**config.mk**
```make
export PLATFORM = sky130hd
export DESIGN_NAME = hp_alarm_logger
export DESIGN_NICKNAME = d
export VERILOG_FILES = /design/src/rtl/hp_logger_pkg.sv /design/src/rtl/hp_sync_fifo.sv /design/src/rtl/hp_alarm_logger.sv
export SDC_FILE = /design/constraint.sdc
export NUM_CORES = 1
export LEC_CHECK = 0
export CAP_MARGIN = 20
export CORE_UTILIZATION = 64
export CTS_CLUSTER_SIZE = 10
export DETAILED_ROUTE_END_ITERATION = 10
export GPL_TIMING_DRIVEN = 0
export PLACE_DENSITY = 0.95
export REMOVE_ABC_BUFFERS = 1
export SLEW_MARGIN = 20
export SYNTH_ARGS = -nofsm -noshare
export SYNTH_HDL_FRONTEND = slang
export SYNTH_SLANG_ARGS = --single-unit
```
**constraint.sdc**
```tcl
create_clock -name wb_clk_i -period 6.5 [get_ports wb_clk_i]
set_input_delay 1.3 -clock wb_clk_i [delete_from_list [all_inputs] [get_ports wb_clk_i]]
set_output_delay 1.3 -clock wb_clk_i [all_outputs]
set_load 0.02 [all_outputs]
```
**src/rtl/hp_logger_pkg.sv**
```systemverilog
// Register map, CTRL/STATUS field positions and limits shared by the alarm logger
// top level and its bench.
package hp_logger_pkg;

  typedef enum logic [3:0] {
    OFF_STATUS = 4'h0,
    OFF_DATA   = 4'h4,
    OFF_CTRL   = 4'h8,
    OFF_TIME   = 4'hC
  } reg_off_e;

  localparam int EN     = 0;
  localparam int CLR    = 1;
  localparam int IRQ_EN = 2;

  localparam int ST_LEVEL_LSB = 0;
  localparam int ST_LEVEL_W   = 9;
  localparam int ST_EMPTY     = 9;
  localparam int ST_FULL      = 10;
  localparam int ST_OVF_LSB   = 16;
  localparam int ST_OVF_W     = 8;

  localparam logic [7:0] OVF_MAX = 8'd255;

  function automatic logic [31:0] pack_status(
    input logic [ST_LEVEL_W-1:0] level,
    input logic                  empty,
    input logic                  full,
    input logic [ST_OVF_W-1:0]   ovf
  );
    logic [31:0] s;
    s = '0;
    s[ST_LEVEL_LSB +: ST_LEVEL_W] = level;
    s[ST_EMPTY]                   = empty;
    s[ST_FULL]                    = full;
    s[ST_OVF_LSB +: ST_OVF_W]     = ovf;
    return s;
  endfunction

endpackage

```
**src/rtl/hp_sync_fifo.sv**
```systemverilog
// Single-clock FIFO with a registered head word that is valid whenever the FIFO
// is non-empty; a pop in the same cycle frees room for a push even when full.
module hp_sync_fifo #(
  parameter int WIDTH = 24,
  parameter int DEPTH = 16,
  localparam int AW = (DEPTH > 1) ? $clog2(DEPTH) : 1,
  localparam int LW = AW + 1
) (
  input  logic             clk,
  input  logic             srst,
  input  logic             clr,
  input  logic             push,
  input  logic [WIDTH-1:0] push_data,
  input  logic             pop,
  output logic [WIDTH-1:0] head,
  output logic             full,
  output logic             empty,
  output logic [LW-1:0]    level,
  output logic             push_ok
);

  logic [WIDTH-1:0] mem [DEPTH];

  logic [AW-1:0]    wr_ptr_q, wr_ptr_d;
  logic [AW-1:0]    rd_ptr_q, rd_ptr_d;
  logic [AW-1:0]    rd_next;
  logic [LW-1:0]    level_q, level_d;
  logic [WIDTH-1:0] head_q, head_d;
  logic             do_push, do_pop;

  assign empty   = (level_q == '0);
  assign full    = (level_q == LW'(DEPTH));
  assign do_pop  = pop && !empty;
  assign do_push = push && (!full || do_pop);
  assign rd_next = rd_ptr_q + AW'(1);

  assign head    = head_q;
  assign level   = level_q;
  assign push_ok = do_push;

  always_comb begin
    wr_ptr_d = wr_ptr_q;
    rd_ptr_d = rd_ptr_q;
    level_d  = level_q + LW'(do_push) - LW'(do_pop);
    head_d   = head_q;
    if (do_push) wr_ptr_d = wr_ptr_q + AW'(1);
    if (do_pop)  rd_ptr_d = rd_next;
    // The head register tracks mem[rd_ptr]; a push into an otherwise-empty FIFO bypasses memory.
    if (do_push && (empty || (do_pop && level_q == LW'(1)))) begin
      head_d = push_data;
    end else if (do_pop && level_q > LW'(1)) begin
      head_d = mem[rd_next];
    end
    if (clr) begin
      wr_ptr_d = '0;
      rd_ptr_d = '0;
      level_d  = '0;
    end
  end

  always_ff @(posedge clk) begin
    if (srst) begin
      wr_ptr_q <= '0;
      rd_ptr_q <= '0;
      level_q  <= '0;
      head_q   <= '0;
    end else begin
      wr_ptr_q <= wr_ptr_d;
      rd_ptr_q <= rd_ptr_d;
      level_q  <= level_d;
      head_q   <= head_d;
    end
  end

  always_ff @(posedge clk) begin
    if (do_push && !clr) begin
      mem[wr_ptr_q] <= push_data;
    end
  end

endmodule

```
**src/rtl/hp_alarm_logger.sv**
```systemverilog
// Timestamps each rising edge of the glitch detector alarm into a FIFO that
// firmware drains through a four-register Wishbone window.
module hp_alarm_logger
  import hp_logger_pkg::*;
#(
  parameter int          DEPTH     = 16,
  parameter int          TS_W      = 24,
  parameter logic [31:0] BASE_ADDR = 32'h3000_0010
) (
  input  logic        wb_clk_i,
  input  logic        reset,
  input  logic        wbs_cyc_i,
  input  logic        wbs_stb_i,
  input  logic        wbs_we_i,
  input  logic [31:0] wbs_adr_i,
  input  logic [31:0] wbs_dat_i,
  output logic        wbs_ack_o,
  output logic        wbs_stl_o,
  output logic [31:0] wbs_dat_o,
  input  logic        alarm_i,
  output logic        irq_o
);

  localparam int LW = ((DEPTH > 1) ? $clog2(DEPTH) : 1) + 1;

  logic [2:0]      sync_q, sync_d;
  logic            event_q, event_d;
  logic [TS_W-1:0] ts_q, ts_d;
  logic [7:0]      ovf_q, ovf_d;
  logic            en_q, en_d;
  logic            irq_en_q, irq_en_d;
  logic            ack_q, ack_d;
  logic [31:0]     dat_q, dat_d;
  logic            irq_q, irq_d;

  logic            sel, accept, bus_wr, bus_rd, clr_wr;
  reg_off_e        off;
  logic [31:0]     rdata;

  logic            fifo_push, fifo_pop, fifo_push_ok;
  logic            fifo_full, fifo_empty;
  logic [LW-1:0]   fifo_level;
  logic [TS_W-1:0] fifo_head;

  logic            unused_bits;
  assign unused_bits = ^{wbs_adr_i[1:0], wbs_dat_i[31:3]};

  // sync_q[1] is the synchronized alarm, sync_q[2] its previous value.
  always_comb begin
    sync_d  = {sync_q[1:0], alarm_i};
    event_d = sync_q[1] && !sync_q[2];
  end

  always_comb begin
    sel       = wbs_cyc_i && wbs_stb_i && (wbs_adr_i[31:4] == BASE_ADDR[31:4]);
    accept    = sel && !ack_q;
    off       = reg_off_e'({wbs_adr_i[3:2], 2'b00});
    bus_wr    = accept && wbs_we_i;
    bus_rd    = accept && !wbs_we_i;
    clr_wr    = bus_wr && (off == OFF_CTRL) && wbs_dat_i[CLR];
    fifo_pop  = bus_rd && (off == OFF_DATA) && !fifo_empty;
    fifo_push = event_q && en_q && !clr_wr;
  end

  always_comb begin
    rdata = '0;
    case (off)
      OFF_STATUS: rdata = pack_status(ST_LEVEL_W'(fifo_level), fifo_empty, fifo_full, ovf_q);
      OFF_DATA: begin
        if (!fifo_empty) begin
          rdata[31]       = 1'b1;
          rdata[TS_W-1:0] = fifo_head;
        end
      end
      OFF_CTRL: begin
        rdata[EN]     = en_q;
        rdata[IRQ_EN] = irq_en_q;
      end
      OFF_TIME: rdata[TS_W-1:0] = ts_q;
      default:  rdata = '0;
    endcase
  end

  always_comb begin
    ts_d     = clr_wr ? '0 : ts_q + TS_W'(1);
    ovf_d    = ovf_q;
    en_d     = en_q;
    irq_en_d = irq_en_q;
    if (clr_wr) begin
      ovf_d = '0;
    end else if (fifo_push && !fifo_push_ok && ovf_q != OVF_MAX) begin
      ovf_d = ovf_q + 8'd1;
    end
    if (bus_wr && off == OFF_CTRL) begin
      en_d     = wbs_dat_i[EN];
      irq_en_d = wbs_dat_i[IRQ_EN];
    end
    ack_d = accept;
    dat_d = bus_rd ? rdata : '0;
    irq_d = irq_en_q && !fifo_empty;
  end

  always_ff @(posedge wb_clk_i) begin
    if (reset) begin
      sync_q   <= '0;
      event_q  <= 1'b0;
      ts_q     <= '0;
      ovf_q    <= '0;
      en_q     <= 1'b0;
      irq_en_q <= 1'b0;
      ack_q    <= 1'b0;
      dat_q    <= '0;
      irq_q    <= 1'b0;
    end else begin
      sync_q   <= sync_d;
      event_q  <= event_d;
      ts_q     <= ts_d;
      ovf_q    <= ovf_d;
      en_q     <= en_d;
      irq_en_q <= irq_en_d;
      ack_q    <= ack_d;
      dat_q    <= dat_d;
      irq_q    <= irq_d;
    end
  end

  hp_sync_fifo #(
    .WIDTH (TS_W),
    .DEPTH (DEPTH)
  ) u_fifo (
    .clk       (wb_clk_i),
    .srst      (reset),
    .clr       (clr_wr),
    .push      (fifo_push),
    .push_data (ts_q),
    .pop       (fifo_pop),
    .head      (fifo_head),
    .full      (fifo_full),
    .empty     (fifo_empty),
    .level     (fifo_level),
    .push_ok   (fifo_push_ok)
  );

  // Stall mirrors ack so at most one request is in flight.
  assign wbs_ack_o = ack_q;
  assign wbs_stl_o = ack_q;
  assign wbs_dat_o = dat_q;
  assign irq_o     = irq_q;

endmodule

```
==> impl_metrics.json <==
{
  "layout_common_cells": "edfxtp_1, dfxtp_1, nor2_1",
  "r2r-start": "u_fifo.level[2]",
  "die-area_um2": 31100,
  "drt-initial-drc-count": 1697,
  "cts_sinks": 486,
  "ctsRootBufferMaster": "clkbuf_16",
  "finalWorstPathRequiredPeriod_ns": 4.87,
  "reg2reg_depth": 9,
  "cts_max_level": 2,
  "grt_max_degree": 40,
  "vias": 11900,
  "max_slew_margin_pct": 16.9,
  "antenna_found_initial": 0,
  "status": "completed",
  "gp_congestion": 0.790,
  "grt_use_met3_pct": 8.01,
  "p_switching_mw": 1.24,
  "grt_util_met2_pct": 54.8,
  "dpl_cell_area_um2": 21200,
  "layout_commonest_cell": "edfxtp_1",
  "max_cap_viol_count": 0,
  "sw_frac_of_total_pct": 20.1,
  "diodes": 0,
  "ant_nets": 0,
  "io_pins": 105,
  "synth_flop_cell": "edfxtp_1",
  "yosys-top-cells-area": "edfxtp_1, mux4_2, dfxtp_1, nor2_1, a311oi_2",
  "track_usage_pct": 35.1,
  "finalPower_mw": 6.18,
  "path_class": "input port to flop",
  "whs_endpoint": "event_q",
  "peakVddDrop_v": 0.000245,
  "clkPwrFrac_pct": 45.1,
  "drive_gt1_share_pct": 22.1,
  "arrival_ns": 5.16,
  "regToRegEndpoint": "u_fifo.mem[2][2]",
  "synth_top_cell_by_area": "edfxtp_1",
  "avgSynthCellArea_um2": 17.1,
  "cts_tree": "built",
  "wl_per_cell_um": 31.6,
  "pwr-share-comb_pct": 1.0,
  "ys_seq_area_share_pct": 69.8,
  "synth_top_area_share_pct": 59.3,
  "start_kind": "input port",
  "crit_required_ns": 6.79,
  "cts_inserted_buffers": 54,
  "clock_path_buffers": 3,
  "worst_skew_pair.late_latency_ns": 0.60,
  "p_leak_nw": 7.46,
  "clk_pin_slew_ns": 0.05,
  "busiest_layer": "met2",
  "grt-ovfl-total": 0,
  "finalCritPeriodShare_pct": 75.0,
  "row_count": 63,
  "initial_utilization_pct": 65.2,
  "synthArstFlopShare_pct": 0,
  "hp-start": "sync_q[2]",
  "rsz0062_at_grt": "false",
  "internal-power_mw": 4.94,
  "postCtsHoldBufs": 0,
  "place.port_buffers": 66,
  "powerDensity_nw_per_um2": 272,
  "max_slew.worst_pin.slew_ns": 1.24,
  "cp_max_fo": 23,
  "grt_pass1_wl_mm": 77.6,
  "synth_enable_flop_cells": 384,
  "fin_setup_tns_ns": 0,
  "dr.pass1.iters": 6,
  "dpl.hpwl_mm": 29.6,
  "wl_mm": 52.7,
  "grtUsageMet1_pct": 46.1,
  "grt_pass1_vias": 12300,
  "hold_violations": 0,
  "whs_ns": 0.381,
  "fin_area_um2": 22800,
  "ff2ff_setup_slack_ns": 2.78,
  "hold_depth": 1,
  "syn_area_um2": 19400,
  "ys_seq_elements": 486,
  "cts_resized": 0,
  "finalMaxSlewViolations": 0,
  "route.detailed.drc": 0,
  "hold_path_class": "flop to flop",
  "die_y_um": 176,
  "netlist_instances": 1139,
  "fp.dieW_um": 176,
  "areaGrowthSynthToFinish_pct": 17.1,
  "core_um2": 29800,
  "max_freq_mhz": 205,
  "cts_setup_buffers": 0,
  "ys_types": 53,
  "end_kind": "flop",
  "yosys_warnings": 0,
  "via_per_inst": 7.13,
  "p_seq_share_pct": 53.9,
  "setup_violations": 0,
  "final_nets": 1318,
  "skew_ns": 0.0358
}
[through the flow]
| stage | setup WS, ns | std cells | util, % |
|---|---|---|---|
| final | 1.63 | 1668 | 76.4 |
| after global routing | 1.63 | 1668 | 76.4 |
| after CTS | 1.80 | 1668 | 76.4 |
| after detailed placement | 1.34 | 1566 | 71.0 |
| after global placement | -6.03 | 1524 | 67.9 |
| after floorplan | -1.84 | 1068 | - |
[layer usage]
layer	vias up	part of all wire (%)
met2	1144	47
met4	0	5.6
li1	4632	-
met1	5858	34
met5	-	0
met3	260	13
[power groups by stage]
stage	Combinational (mW)	Clock (mW)	Sequential, mW
global placement	0.0536	0	3.39
detailed placement	0.0603	0	3.39
global route	0.0652	2.91	3.33
floorplan	0.0149	0	3.39
finish	0.0630	2.79	3.33
CTS	0.0619	2.78	3.33
[registers in the layout, summed over array words and instances (netlist names)]
signal and cells:
ts_q 24, u_fifo.mem 384, sync_q 3, u_fifo.wr_ptr_q 4
u_fifo.head 24, wbs_ack_o 1, en_q 1, u_fifo.rd_ptr_q 4
irq_o 1, irq_en_q 1, event_q 1, wbs_dat_o 25
ovf_q 8, u_fifo.level 5
[cells in the mapped netlist, types with 21 or more instances]
master	instances
buf_2	25
xnor2_1	21
o211ai_1	24
nor2_1	112
nand2_1	70
mux4_2	96
dfxtp_1	102
edfxtp_1	384
clkbuf_1	32
mux2_2	24
mux2i_1	28
[critical path, stage by stage]
cell             delay (ns)
clkdlybuf4s50_1        1.15
nand4b_1               0.31
o311ai_2               0.33
a21oi_2                0.46
nand2_1                0.34
nor3_2                 0.88
buf_4                  0.36
[cells by family after synthesis]
logic type      share of synthesized area (%)
xor+xnor                                 1.76
flops                                    69.8
simple gates                             6.33
buf+inv                                  2.30
mux                                      14.0
fa+ha+maj                                1.07
other cells                            0.0193
compound gates                           4.75
[worst max path at each step]
stage | start | end | cells after the start
floorplan | u_fifo.rd_ptr_q[0] | u_fifo.head[10] | 5
global placement | u_fifo.rd_ptr_q[0] | u_fifo.head[6] | 6
detailed placement | wbs_adr_i[2] | u_fifo.mem[0][14] | 7
CTS | wbs_adr_i[2] | u_fifo.mem[0][7] | 7
global route | wbs_adr_i[2] | u_fifo.level[4] | 12
finish | wbs_adr_i[2] | u_fifo.mem[2][2] | 7
[area by class of cell]
cell class | instances | area, µm²
Clock buffer | 99 | 1540
Clock inverter | 3 | 51.3
Fill cell | 1494 | 7040
Inverter | 15 | 56.3
Multi-Input combinational cell | 567 | 5620
Sequential cell | 486 | 13600
Tap cell | 390 | 488
Timing Repair Buffer | 108 | 1420
Power figures use the tool's default switching activity.
